===== config.mk =====
export PLATFORM = sky130hd
export DESIGN_NAME = dcmac_tx_segmenter
export DESIGN_NICKNAME = d
export VERILOG_FILES = /design/src/rtl/dcmac_tx_segmenter.sv
export SDC_FILE = /design/constraint.sdc
export NUM_CORES = 1
export LEC_CHECK = 0
export CORE_AREA = 2 2 364 366
export CTS_CLUSTER_SIZE = 30
export DETAILED_ROUTE_END_ITERATION = 8
export DIE_AREA = 0 0 366 368
export MAX_ROUTING_LAYER = met4
export PLACE_DENSITY = 0.49
export SYNTH_ARGS = -nofsm -noshare
export SYNTH_HDL_FRONTEND = slang
export SYNTH_SLANG_ARGS = --single-unit

===== constraint.sdc =====
create_clock -name clk -period 7.5 [get_ports clk]
set_clock_uncertainty 0.05 [all_clocks]
set_input_delay 1.5 -clock clk [delete_from_list [all_inputs] [get_ports clk]]
set_output_delay 1.5 -clock clk [all_outputs]
set_load 0.03 [all_outputs]

===== src/rtl/dcmac_tx_segmenter.sv =====
// dcmac_tx_segmenter
//   Converts a wide AXI-Stream packet interface into the per-segment TX
//   interface of a DCMAC port. Every packet starts on segment 0, the EOP
//   lands on the highest occupied segment of the last beat, and protocol
//   errors are flagged on the EOP segment's tuser[0].
//
// Ports
//   clk, reset                 clock; synchronous active-high reset
//   in_tdata/tkeep/tlast       input beat, segment n in slice n
//   in_tvalid/in_tready        input handshake (ready registered)
//   out<n>_tdata/tkeep         segment n payload and byte enables
//   out<n>_tuser               {SOP, error}
//   out<n>_tlast/tvalid        segment n EOP and valid
//   out_tready                 shared ready from the MAC
//   pkt_count                  accepted packets, wraps
//   err_count                  errored packets, saturates
module dcmac_tx_segmenter #(
  parameter int SEG_COUNT = 2
) (
  input  logic                     clk,
  input  logic                     reset,
  input  logic [SEG_COUNT*128-1:0] in_tdata,
  input  logic [SEG_COUNT*16-1:0]  in_tkeep,
  input  logic                     in_tlast,
  input  logic                     in_tvalid,
  output logic                     in_tready,
  output logic [127:0]             out0_tdata,
  output logic [15:0]              out0_tkeep,
  output logic [1:0]               out0_tuser,
  output logic                     out0_tlast,
  output logic                     out0_tvalid,
  output logic [127:0]             out1_tdata,
  output logic [15:0]              out1_tkeep,
  output logic [1:0]               out1_tuser,
  output logic                     out1_tlast,
  output logic                     out1_tvalid,
  output logic [127:0]             out2_tdata,
  output logic [15:0]              out2_tkeep,
  output logic [1:0]               out2_tuser,
  output logic                     out2_tlast,
  output logic                     out2_tvalid,
  output logic [127:0]             out3_tdata,
  output logic [15:0]              out3_tkeep,
  output logic [1:0]               out3_tuser,
  output logic                     out3_tlast,
  output logic                     out3_tvalid,
  input  logic                     out_tready,
  output logic [31:0]              pkt_count,
  output logic [15:0]              err_count
);

  localparam int KW = SEG_COUNT * 16;

  // One fully formatted output beat; always sized for four segments so that
  // unused segments stay at their reset value of zero.
  typedef struct packed {
    logic [3:0][127:0] data;
    logic [3:0][15:0]  keep;
    logic [3:0][1:0]   user;
    logic [3:0]        last;
    logic [3:0]        valid;
  } beat_t;

  typedef enum logic {
    IDLE,
    IN_PKT
  } state_t;

  state_t      state_q, state_d;
  logic        sop;
  beat_t       out_q, out_d;
  beat_t       skid_q, skid_d;
  beat_t       fmt_beat;
  logic        skid_valid_q, skid_valid_d;
  logic        in_tready_q, in_tready_d;
  logic        err_flag_q, err_flag_d;
  logic [31:0] pkt_count_q, pkt_count_d;
  logic [15:0] err_count_q, err_count_d;

  logic        accept;
  logic        out_free;
  logic        keep_zero;
  logic        keep_full;
  logic        keep_contig;
  logic        beat_err;
  logic        eop_err;
  logic [1:0]  last_seg;

  assign accept   = in_tvalid && in_tready_q;
  // The output register may take a new beat when empty or being consumed.
  assign out_free = (out_q.valid == 4'b0000) || out_tready;

  // Byte enables must form a run of ones starting at byte 0; x & (x+1) is
  // zero exactly for such prefixes (including all-zero).
  assign keep_zero   = (in_tkeep == '0);
  assign keep_full   = &in_tkeep;
  assign keep_contig = ((in_tkeep & (in_tkeep + KW'(1))) == '0);
  assign beat_err    = (!in_tlast && !keep_full) || !keep_contig ||
                       (in_tlast && keep_zero);
  assign eop_err     = err_flag_q || beat_err;

  // Highest occupied segment; stays 0 for an all-zero keep so the empty
  // EOP still lands on segment 0.
  always_comb begin
    last_seg = 2'd0;
    for (int n = 0; n < SEG_COUNT; n++) begin
      if (|in_tkeep[n*16 +: 16]) begin
        last_seg = 2'(n);
      end
    end
  end

  // Build the output beat from the current input beat.
  always_comb begin
    fmt_beat = '0;
    for (int n = 0; n < SEG_COUNT; n++) begin
      if (!in_tlast || (!keep_zero && (2'(n) <= last_seg))) begin
        fmt_beat.data[n]  = in_tdata[n*128 +: 128];
        fmt_beat.keep[n]  = in_tkeep[n*16 +: 16];
        fmt_beat.valid[n] = 1'b1;
      end
    end
    if (in_tlast) begin
      fmt_beat.last[last_seg]    = 1'b1;
      fmt_beat.user[last_seg][0] = eop_err;
      fmt_beat.valid[0]          = 1'b1;
    end
    fmt_beat.user[0][1] = sop;
  end

  // Output register plus one-entry skid. Because in_tready is the registered
  // "skid empty", a beat can never arrive while the skid is full, so draining
  // and accepting never collide and order is preserved.
  always_comb begin
    out_d        = out_q;
    skid_d       = skid_q;
    skid_valid_d = skid_valid_q;
    if (out_free) begin
      if (skid_valid_q) begin
        out_d        = skid_q;
        skid_valid_d = 1'b0;
      end else if (accept) begin
        out_d = fmt_beat;
      end else begin
        out_d = '0;
      end
    end else if (accept) begin
      skid_d       = fmt_beat;
      skid_valid_d = 1'b1;
    end
    in_tready_d = !skid_valid_d;
  end

  // Packet state register.
  always_ff @(posedge clk) begin
    if (reset) begin
      state_q <= IDLE;
    end else begin
      state_q <= state_d;
    end
  end

  // Packet next-state: a tlast beat always closes the packet.
  always_comb begin
    state_d = state_q;
    if (accept) begin
      state_d = in_tlast ? IDLE : IN_PKT;
    end
  end

  // Packet state outputs.
  always_comb begin
    sop = (state_q == IDLE);
  end

  // Sticky per-packet error flag and the statistics counters.
  always_comb begin
    err_flag_d  = err_flag_q;
    pkt_count_d = pkt_count_q;
    err_count_d = err_count_q;
    if (accept) begin
      if (in_tlast) begin
        err_flag_d  = 1'b0;
        pkt_count_d = pkt_count_q + 32'd1;
        if (eop_err && (err_count_q != 16'hFFFF)) begin
          err_count_d = err_count_q + 16'd1;
        end
      end else begin
        err_flag_d = eop_err;
      end
    end
  end

  always_ff @(posedge clk) begin
    if (reset) begin
      out_q        <= '0;
      skid_q       <= '0;
      skid_valid_q <= 1'b0;
      in_tready_q  <= 1'b0;
      err_flag_q   <= 1'b0;
      pkt_count_q  <= '0;
      err_count_q  <= '0;
    end else begin
      out_q        <= out_d;
      skid_q       <= skid_d;
      skid_valid_q <= skid_valid_d;
      in_tready_q  <= in_tready_d;
      err_flag_q   <= err_flag_d;
      pkt_count_q  <= pkt_count_d;
      err_count_q  <= err_count_d;
    end
  end

  assign in_tready = in_tready_q;
  assign pkt_count = pkt_count_q;
  assign err_count = err_count_q;

  // Segments at or above SEG_COUNT are never written, so they read as zero.
  assign out0_tdata  = out_q.data[0];
  assign out0_tkeep  = out_q.keep[0];
  assign out0_tuser  = out_q.user[0];
  assign out0_tlast  = out_q.last[0];
  assign out0_tvalid = out_q.valid[0];
  assign out1_tdata  = out_q.data[1];
  assign out1_tkeep  = out_q.keep[1];
  assign out1_tuser  = out_q.user[1];
  assign out1_tlast  = out_q.last[1];
  assign out1_tvalid = out_q.valid[1];
  assign out2_tdata  = out_q.data[2];
  assign out2_tkeep  = out_q.keep[2];
  assign out2_tuser  = out_q.user[2];
  assign out2_tlast  = out_q.last[2];
  assign out2_tvalid = out_q.valid[2];
  assign out3_tdata  = out_q.data[3];
  assign out3_tkeep  = out_q.keep[3];
  assign out3_tuser  = out_q.user[3];
  assign out3_tlast  = out_q.last[3];
  assign out3_tvalid = out_q.valid[3];

endmodule


== Word-level counts from Yosys, hierarchy flattened ==
Index checks and enable logic that the tools add are counted.
Storage, ports and cells
  flip-flop bits (word level): 946
  latch bits: 0
  RAM bits: 0
  memory bits (read-only): 0
  output and inout bits: 641
  word-level logic and storage cells: 87
  memories kept: 0
Operators by class
  add/sub/neg operators: 3
  $mul: 0
  div/mod/pow operators: 0
  $lt $le $gt $ge: 4
  equal/unequal tests: 1
  shifts and indexed selects: 0
  multiplexer cells: 19
  bitwise logic cells: 4
  reduce and logical (&&, ||, !) cells: 26
Operator list (number)
  two-way mux 336 bit: 2
  two-way mux 128 bit: 2
  adder 32 x 1 -> 32 bit, second input constant: 2
  zero test 32 bit: 2
  bitwise AND 32 bit: 1
  two-way mux 16 bit: 2
  AND reduction 32 bit: 1
  adder 16 x 1 -> 16 bit, second input constant: 1
  inequality test 16 bit, second input constant: 1
  OR reduction 16 bit: 1
  two-way mux 12 bit: 1
  two-way mux 1 bit: 10
  bitwise AND 8 bit: 1
  logical AND 1 bit: 7
  logical OR 1 bit: 6
  zero test 1 bit: 5
  demux 2 bit (select 2 bit): 1
  <= comparator 1 x 2 -> 1 bit, first input constant: 2
  zero test 4 bit: 1
  AND reduction 2 bit: 2
  less-than comparator 1 x 3 -> 1 bit, second input constant: 1
  AND reduction 3 bit: 1
  demux 1 bit (select 2 bit): 1
  inverter 1 bit: 2
  >= comparator 1 bit, second input constant: 1

== Longest topological paths before layout ==
Gate-level depths: netlist of run 1.
  word-level depth: 11
  gate-level depth with buffers: 10
  depth with buffers taken out: 7

== Worst setup path before layout of run 1 ==
Ideal clock, no wire load.
  kind: input-to-reg
  start point: input port in_tkeep[5]
  end point: register err_count_q[4] (netlist: err_count[4])
  setup time: 121 ps
  arrival time: 3245 ps
  required time: 7329 ps
  setup slack: 4084 ps
  cell stages on the path: 8
  path buffers: 1
  cells stage by stage: nand4_2 > nor4_4 > nand3_1 > a2111oi_1 > and4_4 > buf_6 > nor3_1 > mux2_4
On the way
  longest elaborated chain between the ends: 9
RTL lines
  start: declaration: RTL line 23  | input logic [SEG_COUNT*16-1:0] in_tkeep,
  adder 32 x 1 -> 32 bit: RTL line 97  | assign keep_contig = ((in_tkeep & (in_tkeep + KW'(1))) == '0);
  bitwise AND 32 bit: RTL line 97
  zero test 32 bit: RTL line 97
  zero test 1 bit: RTL line 98  | assign beat_err = (!in_tlast && !keep_full) || !keep_contig ||
  logical OR 1 bit: RTL line 98
  logical OR 1 bit (*): RTL line 98
  logical OR 1 bit (*): RTL line 100  | assign eop_err = err_flag_q || beat_err;
  logical AND 1 bit (*): RTL line 185  | if (eop_err && (err_count_q != 16'hFFFF)) begin
  AND reduction 3 bit (no source line) (*)
  end signal: assignment: RTL line 210  | err_count_q <= err_count_d;
  end: declaration: RTL line 78  | logic [15:0] err_count_q, err_count_d;
Every way passes the cells marked *; elsewhere a longest branch is shown, timed or not.
A chain may end at the register's enable or synchronous reset.

== Worst setup path in the final report of run 1 ==
  start point: input port in_tkeep[16]
  end point: register out_q, in the netlist out0_tdata[15]
On the way
  longest elaborated chain between the ends: 8
RTL lines
  OR reduction 16 bit: RTL line 107  | if (|in_tkeep[n*16 +: 16]) begin
  two-way mux 1 bit: RTL line 107
  <= comparator 1 x 2 -> 1 bit: RTL line 117  | if (!in_tlast || (!keep_zero && (2'(n) <= last_seg))) begin
  logical AND 1 bit (*): RTL line 117
  logical OR 1 bit (*): RTL line 117
  two-way mux 128 bit (*): RTL line 117
  two-way mux 336 bit (*): RTL line 142  | end else if (accept) begin
  two-way mux 336 bit (*): RTL line 139  | if (skid_valid_q) begin
  end signal: assignment: RTL line 204  | out_q <= out_d;
  end: declaration: RTL line 71  | beat_t out_q, out_d;
Marked as above.

==> flow_summary.json, run 1 <==
{
  "die_area_mm2": 0.135,
  "routed_wl_mm": 104,
  "antenna_found_initial": 11,
  "syn2layout_area_growth_pct": 34.6,
  "synth_warnings": 0,
  "drtPass1Iterations": 7,
  "worstMarginPinSlew_ns": 1.19,
  "cts_resized": 0,
  "io_pins": 934,
  "whs_ns": 0.386,
  "synth_area_mm2": 0.0271,
  "grt_usage": 0.150,
  "root_buffer": "clkbuf_16",
  "grt_pass1_wl_mm": 153,
  "overflow": 0,
  "status": "completed",
  "final_common_cell": "dfxtp_1",
  "clock_path_buffers": 3,
  "start_util": 0.208,
  "synthFlopType": "dfxtp_1",
  "maxCapViolCount": 0,
  "final_cell_mix": "dfxtp_1, clkdlybuf4s50_1, nor2_1, nand2_1, a21oi_1",
  "synth_edf_count": 0,
  "post-route-min-period_ns": 4.44,
  "finalSetupViolCount": 0,
  "path_buf_inv": 3,
  "wl_per_cell_um": 18.7,
  "max_freq_ghz": 0.225,
  "cts_sinks": 642,
  "insertion_delay_ns": 0.68,
  "leakagePower_nw": 12.9,
  "setup_tns_ns": 0,
  "clkTransAtPathRegs_ns": 0.05,
  "antenna_left": 0,
  "vias": 25341,
  "cts_hold_buf": 0,
  "rsz0062_at_grt": "false",
  "vdd.ir_drop.worst_mv": 0.146,
  "min_path_type": "reg2reg",
  "nets": 4036,
  "synth_cells": 3294,
  "fin_crit_sh": 0.592,
  "syn_avg_cell_area_um2": 8.24,
  "cpPeakStageDelay_ns": 0.88,
  "startpoint_type": "input pin",
  "h-tree-depth": 3,
  "endpoint_kind": "flop",
  "routabilityCongestion": 0.795,
  "drc": 0,
  "drv_slew": 0,
  "cts_buffers": 80,
  "grt_max_degree": 175,
  "arrival_ns": 4.96,
  "cp_max_fo": 69,
  "die_x_um": 366,
  "drt_iter0_markers": 1987,
  "cellPowerDensity_mw_per_mm2": 239,
  "port_buffers": 636,
  "cts_tree": "built",
  "drive_gt1_frac": 0.0447,
  "synthArstFlopShare": 0,
  "synth_cell_types": 51,
  "critPathKind": "in2reg",
  "final_hold_viol_count": 0,
  "die_h_um": 368,
  "post-cts-setup-buffer-count": 0,
  "ys_ff_latch": 642,
  "rows": 133,
  "dp_hpwl_mm": 64.3,
  "grt_pass1_vias": 23275,
  "crit_chain": "clkdlybuf4s50_1, nor4_1, and4_1, and3_1, a21oi_4, buf_4, buf_12, a221oi_1, nor3_1",
  "viasPerCell": 4.55,
  "relSlewSlack": 0.206,
  "slowest_stage": "a21oi_4",
  "ys_seq_area_frac": 0.473,
  "critPathTopFamily": "buffers and inverters",
  "crit_required_ns": 8.03,
  "core_area_mm2": 0.131
}
==> final timing paths <==
check,start,to,slack [ns],cells past startpoint
worst max-delay path,in_tkeep[16],out0_tdata[15],3.06,9
worst min-delay path,state_q,skid_q[9],0.39,1
worst max register to register,skid_valid_q,out1_tdata[99],4.27,4
worst min register to register,state_q,skid_q[9],0.39,1
==> routing by layer <==
metal / vias to the layer above / GRT usage / wire (um)
met5: - / - / 0
met4: 0 / 0.0585 / 3030
met3: 146 / 0.0343 / 6770
met2: 886 / 0.244 / 51400
met1: 12334 / 0.181 / 43100
li1: 11975 / - / -
==> worst register-to-register path, stage by stage, from the launching register on <==
cell      delay, ns
dfxtp_4        0.75
buf_4          0.80
buf_4          1.01
a221oi_1       0.33
nor3_1         0.21
==> through the flow <==
step	total power [mW]	worst slack, ns	utilization	instances	instance area (um2)
after floorplan	4.52	4.08	-	3590	28300
after global placement	4.95	2.49	0.259	5414	33900
after CTS	8.88	3.20	0.279	5555	36500
after detailed placement	4.95	2.47	0.259	5414	33900
after global routing	9.10	2.96	0.279	5564	36500
final	8.72	3.06	0.279	5565	36500
==> Yosys cell counts, types with 13 or more instances <==
cell      count  area share
nor2_1      355       0.049
buf_1        15      0.0021
nand3_1     286       0.053
clkbuf_1    279       0.039
a221oi_1    290       0.094
nor3_1      306       0.056
xor2_1       17      0.0055
nor2b_1      13      0.0030
nand4_1      13      0.0030
a21oi_1     310       0.057
nand2_1     348       0.048
buf_4       298       0.082
dfxtp_1     642        0.47
==> flip-flops by register name (all words and copies together) (netlist names) <==
| register | flops |
|---|---|
| err_count | 16 |
| err_flag_q | 1 |
| in_tready | 1 |
| out0_tdata | 128 |
| out0_tkeep | 16 |
| out0_tlast | 1 |
| out0_tuser | 2 |
| out0_tvalid | 1 |
| out1_tdata | 128 |
| out1_tkeep | 16 |
| out1_tlast | 1 |
| out1_tuser | 1 |
| out1_tvalid | 1 |
| pkt_count | 32 |
| skid_q | 295 |
| skid_valid_q | 1 |
| state_q | 1 |
==> cell type report <==
class / instances / area, um2
well taps: 1755 / 2200
clock inverters: 22 / 288
fillers: 14118 / 94300
inverters: 7 / 26.3
diodes: 10 / 25.0
multi-input cells: 2344 / 12100
flip-flops and latches: 642 / 12900
clock buffers: 119 / 2320
repair buffers: 666 / 6760
==> logic make-up (layout without fill, tap and decap cells) <==
family / Yosys count / after routing / share of synthesized area
mux: 8 / 8 / 0.00383
flops: 642 / 642 / 0.473
simple gates: 1370 / 1370 / 0.227
compound gates: 640 / 640 / 0.161
xor+xnor: 27 / 27 / 0.00871
fa+ha+maj: 2 / 2 / 0.000922
other cells: 1 / 307 / 0.000138
buf+inv: 604 / 814 / 0.126
==> power by group <==
part / total, mW / internal (mW) / switching [mW]
Clock: 3.84 / 2.20 / 1.64
Sequential: 3.61 / 3.53 / 0.0713
Combinational: 1.27 / 0.443 / 0.829
Total: 8.72 / 6.18 / 2.54
No activity file was read; power rests on OpenSTA's default activity.
==> run 2: changes to the inputs <==
--- a/config.mk
+++ b/config.mk
@@ -10,7 +10,7 @@
 export DETAILED_ROUTE_END_ITERATION = 8
 export DIE_AREA = 0 0 366 368
 export MAX_ROUTING_LAYER = met4
-export PLACE_DENSITY = 0.49
+export PLACE_DENSITY = 0.5
 export SYNTH_ARGS = -nofsm -noshare
 export SYNTH_HDL_FRONTEND = slang
 export SYNTH_SLANG_ARGS = --single-unit
==> constraint.sdc (replaced) <==
create_clock -name clk -period 3.84 [get_ports clk]
set_clock_uncertainty 0.05 [all_clocks]
set_input_delay 0.768 -clock clk [delete_from_list [all_inputs] [get_ports clk]]
set_output_delay 0.768 -clock clk [all_outputs]
set_load 0.03 [all_outputs]
==> flow_summary.json, run 2 (synthesis gave the netlist of run 1 again) <==
{
  "io_pins": 934,
  "largest-register": "skid_q",
  "relSlewSlack": 0.411,
  "cts_tree": "built",
  "wl_per_cell_um": 18.6,
  "drtPass1Iterations": 5,
  "routed_wl_mm": 105,
  "antenna_found_initial": 8,
  "drt_iter0_markers": 1736,
  "fin_area_mm2": 0.0374,
  "syn2layout_area_growth_pct": 37.7,
  "post-cts-setup-buffer-count": 0,
  "power.total_mw": 17.1,
  "startpoint_type": "input pin",
  "rsz0062_at_grt": "false",
  "overflow": 0,
  "grt_pass1_wl_mm": 155,
  "final_cell_mix": "dfxtp_1, clkdlybuf4s50_1, nor2_1, nand2_1, a21oi_1",
  "final_common_cell": "dfxtp_1",
  "dp_hpwl_mm": 71.3,
  "maxCapViolCount": 0,
  "fin_crit_sh": 0.812,
  "antenna_left": 0,
  "finalNonFillerCells": 5653,
  "fin_ws_ns": 0.723,
  "insertion_delay_ns": 0.65,
  "whs_ns": 0.383,
  "cellPowerDensity_mw_per_mm2": 457,
  "cp_max_fo": 38,
  "crit_required_ns": 4.34,
  "endpoint_kind": "flop",
  "finalSetupViolCount": 0,
  "path_depth": 8,
  "rows": 133,
  "start_util": 0.208,
  "root_buffer": "clkbuf_16",
  "reg2reg_depth": 5,
  "worstMarginPinSlew_ns": 0.883,
  "postPlaceCellArea_mm2": 0.0348,
  "grt_max_degree": 117,
  "vdd.ir_drop.worst_mv": 0.273,
  "leakagePower_nw": 13.4,
  "clock_path_buffers": 3,
  "core_area_mm2": 0.131,
  "largest_reg_flops": 295,
  "grt_usage": 0.152,
  "nets": 4124,
  "dp_slack_ns": 0.104,
  "die_area_mm2": 0.135,
  "die_h_um": 368,
  "clkTransAtPathRegs_ns": 0.06,
  "drc": 0,
  "status": "completed",
  "dp_cells": 5503,
  "cts_buffers": 79,
  "drv_slew": 0,
  "arrival_ns": 3.62,
  "viasPerCell": 4.52,
  "post-route-min-period_ns": 3.12,
  "crit_chain": "clkdlybuf4s50_1, nor4_1, and4_1, and3_1, nor2_4, buf_4, a221oi_1, nor3_1",
  "cts_sinks": 642,
  "vias": 25547,
  "fill_cells": 13982,
  "routabilityCongestion": 0.797,
  "final_hold_viol_count": 0,
  "drive_gt1_frac": 0.0669,
  "die_x_um": 366,
  "cts_resized": 0,
  "hold_path_depth": 1,
  "critPathKind": "in2reg",
  "fin_util": 0.286,
  "h-tree-depth": 3,
  "path_buf_inv": 2,
  "cts_hold_buf": 0,
  "cpPeakStageDelay_ns": 0.66,
  "slowest_stage": "nor2_4",
  "port_buffers": 636,
  "critPathTopFamily": "simple AND/OR/NAND/NOR gates",
  "min_path_type": "reg2reg",
  "setup_tns_ns": 0,
  "grt_pass1_vias": 23734,
  "max_freq_ghz": 0.321
}
run 2: layer usage:
metal | vias up | global-route usage | part of all wire
li1 | 12159 | - | -
met1 | 12293 | 0.184 | 0.41
met2 | 940 | 0.246 | 0.49
met3 | 155 | 0.0377 | 0.069
met4 | 0 | 0.0530 | 0.030
met5 | - | - | 0
run 2: worst paths after layout:
kind,start,endpoint,slack (ns)
max,in_tkeep[19],out1_tdata[104],0.72
min reg2reg,state_q,skid_q[9],0.38
min,state_q,skid_q[9],0.38
max reg2reg,skid_valid_q,out1_tdata[104],1.23
run 2: cell type report:
class | count | area, um2 | share of cell area
flip-flops and latches | 642 | 12900 | 0.344
multi-input cells | 2344 | 12100 | 0.323
repair buffers | 755 | 7610 | 0.204
clock buffers | 120 | 2340 | 0.0627
well taps | 1755 | 2200 | 0.0587
clock inverters | 21 | 260 | 0.00696
inverters | 7 | 26.3 | 0.000703
diodes | 9 | 22.5 | 0.000603
run 2: where the power goes:
part           switching (mW)  internal (mW)  total [mW]
Sequential              0.148           6.90        7.05
Combinational            1.65          0.915        2.56
Clock                    3.09           4.39        7.48
run 2: worst reg2reg max path, cell delays in order, from the launching register on:
cell      delay, ns
dfxtp_4        0.49
nand2b_1       0.31
nor2_4         0.71
buf_4          0.58
a221oi_1       0.20
nor3_1         0.17
==> run 3: changes to the inputs <==
==> constraint.sdc (replaced) <==
create_clock -name clk -period 2.5 [get_ports clk]
set_clock_uncertainty 0.05 [all_clocks]
set_input_delay 0.5 -clock clk [delete_from_list [all_inputs] [get_ports clk]]
set_output_delay 0.5 -clock clk [all_outputs]
set_load 0.03 [all_outputs]
==> flow_summary.json, run 3 (synthesis gave the netlist of run 1 again) <==
{
  "relSlewSlack": 0.499,
  "finalNonFillerCells": 5808,
  "drc": 0,
  "maxCapViolCount": 0,
  "die_x_um": 366,
  "critPathKind": "in2reg",
  "start_util": 0.208,
  "finalSetupViolCount": 0,
  "grt_pass1_vias": 24529,
  "postPlaceCellArea_mm2": 0.0362,
  "fin_area_mm2": 0.0392,
  "grt_usage": 0.156,
  "final_cell_mix": "dfxtp_1, clkdlybuf4s50_1, nor2_1, nand2_1, a21oi_1",
  "final_common_cell": "dfxtp_1",
  "crit_required_ns": 3.01,
  "dp_cells": 5652,
  "grt_pass1_wl_mm": 158,
  "drive_gt1_frac": 0.112,
  "fin_util": 0.300,
  "dp_slack_ns": -0.794,
  "vias": 26288,
  "clkTransAtPathRegs_ns": 0.06,
  "max_freq_ghz": 0.408,
  "nets": 4284,
  "cp_max_fo": 6,
  "startpoint_type": "input pin",
  "drtPass1Iterations": 5,
  "drv_slew": 0,
  "rows": 133,
  "insertion_delay_ns": 0.67,
  "rsz0062_at_grt": "false",
  "grt_max_degree": 120,
  "leakagePower_nw": 14.6,
  "worstMarginPinSlew_ns": 0.752,
  "vdd.ir_drop.worst_mv": 0.490,
  "dp_hpwl_mm": 75.8,
  "multi_input_area_mm2": 0.0123,
  "port_buffers": 636,
  "cts_buffers": 77,
  "cts_sinks": 642,
  "antenna_left": 0,
  "clock_path_buffers": 3,
  "fin_crit_sh": 0.980,
  "drt_iter0_markers": 1910,
  "fin_ws_ns": 0.0495,
  "routed_wl_mm": 108,
  "viasPerCell": 4.53,
  "cts_tree": "built",
  "die_h_um": 368,
  "syn2layout_area_growth_pct": 44.6,
  "cts_hold_buf": 0,
  "status": "completed",
  "min_path_type": "in2reg",
  "wl_per_cell_um": 18.6,
  "largest-register": "skid_q",
  "root_buffer": "clkbuf_16",
  "final_hold_viol_count": 0,
  "routabilityCongestion": 0.798,
  "post-route-min-period_ns": 2.45,
  "h-tree-depth": 3,
  "arrival_ns": 2.96,
  "endpoint_kind": "flop",
  "fill_cells": 13903,
  "final-seq-area_mm2": 0.0129,
  "io_pins": 934,
  "die_area_mm2": 0.135,
  "largest_reg_flops": 295,
  "core_area_mm2": 0.131,
  "overflow": 0,
  "antenna_found_initial": 5,
  "cellPowerDensity_mw_per_mm2": 684
}
## run 3: changes by cell type in the layout (fill, tap and decap cells not counted), moves of 15 or more
cell / previous run / this run
a221oi_1: 290 / 275
a221oi_2: 0 / 15
buf_12: 28 / 58
buf_4: 91 / 221
clkdlybuf4s50_1: 635 / 604
dlymetal6s2s_1: 0 / 15
## run 3: path summary, 6_finish.rpt
kind	from	endpoint	slack, ns	depth (start not counted)
worst max-delay path	in_tkeep[29]	err_count[8]	0.05	12
worst min-delay path	reset	skid_q[313]	0.12	2
worst max register to register	err_count[4]	err_count[10]	0.23	7
worst min register to register	state_q	skid_q[9]	0.39	1
## run 3: where the power goes
group / total (mW) / internal [mW] / switching, mW
combinational: 4.19 / 1.59 / 2.60
clock: 11.8 / 7.07 / 4.74
sequential: 10.8 / 10.6 / 0.230
total: 26.8 / 19.3 / 7.57
## run 3: worst max-delay path, cell delays in order
cell and delay [ns]:
clkdlybuf4s50_1 0.53, buf_4 0.16, nand3_1 0.09, nor3_1 0.29, buf_4 0.17, o22ai_1 0.06
nor4_1 0.18, buf_4 0.16, buf_4 0.16, and4_4 0.29, nor3_1 0.08, mux2_4 0.30
## run 3: cell type report
type,instances,area share
Sequential cell,642,0.328
Multi-Input combinational cell,2345,0.313
Timing Repair Buffer,916,0.235
Clock buffer,110,0.0567
Tap cell,1755,0.0560
Clock inverter,30,0.0111
Inverter,7,0.000670
Antenna cell,3,0.000191
## run 3: stage by stage
stage               hold WS [ns]   TNS, ns  power (mW)
floorplan                  0.363         0        13.6
global placement           0.369   -249.95        15.2
detailed placement         0.378   -257.29        15.2
CTS                       0.0445  -0.00150        27.2
global route              0.0731         0        27.9
finish                     0.122         0        26.8
## run 3: timing repair
item,in CTS,in global routing
gates cloned,0,1
setup buffers,3,9
gates resized for setup,17,50
endpoints found under the setup margin,65,128
pin swaps,1,10
## run 3: layer usage
layer	vias up	routed length, um	global-route usage
met5	-	0	-
met3	166	6710	0.0358
met4	0	3120	0.0520
met2	911	52300	0.253
met1	12714	45700	0.189
li1	12497	-	-
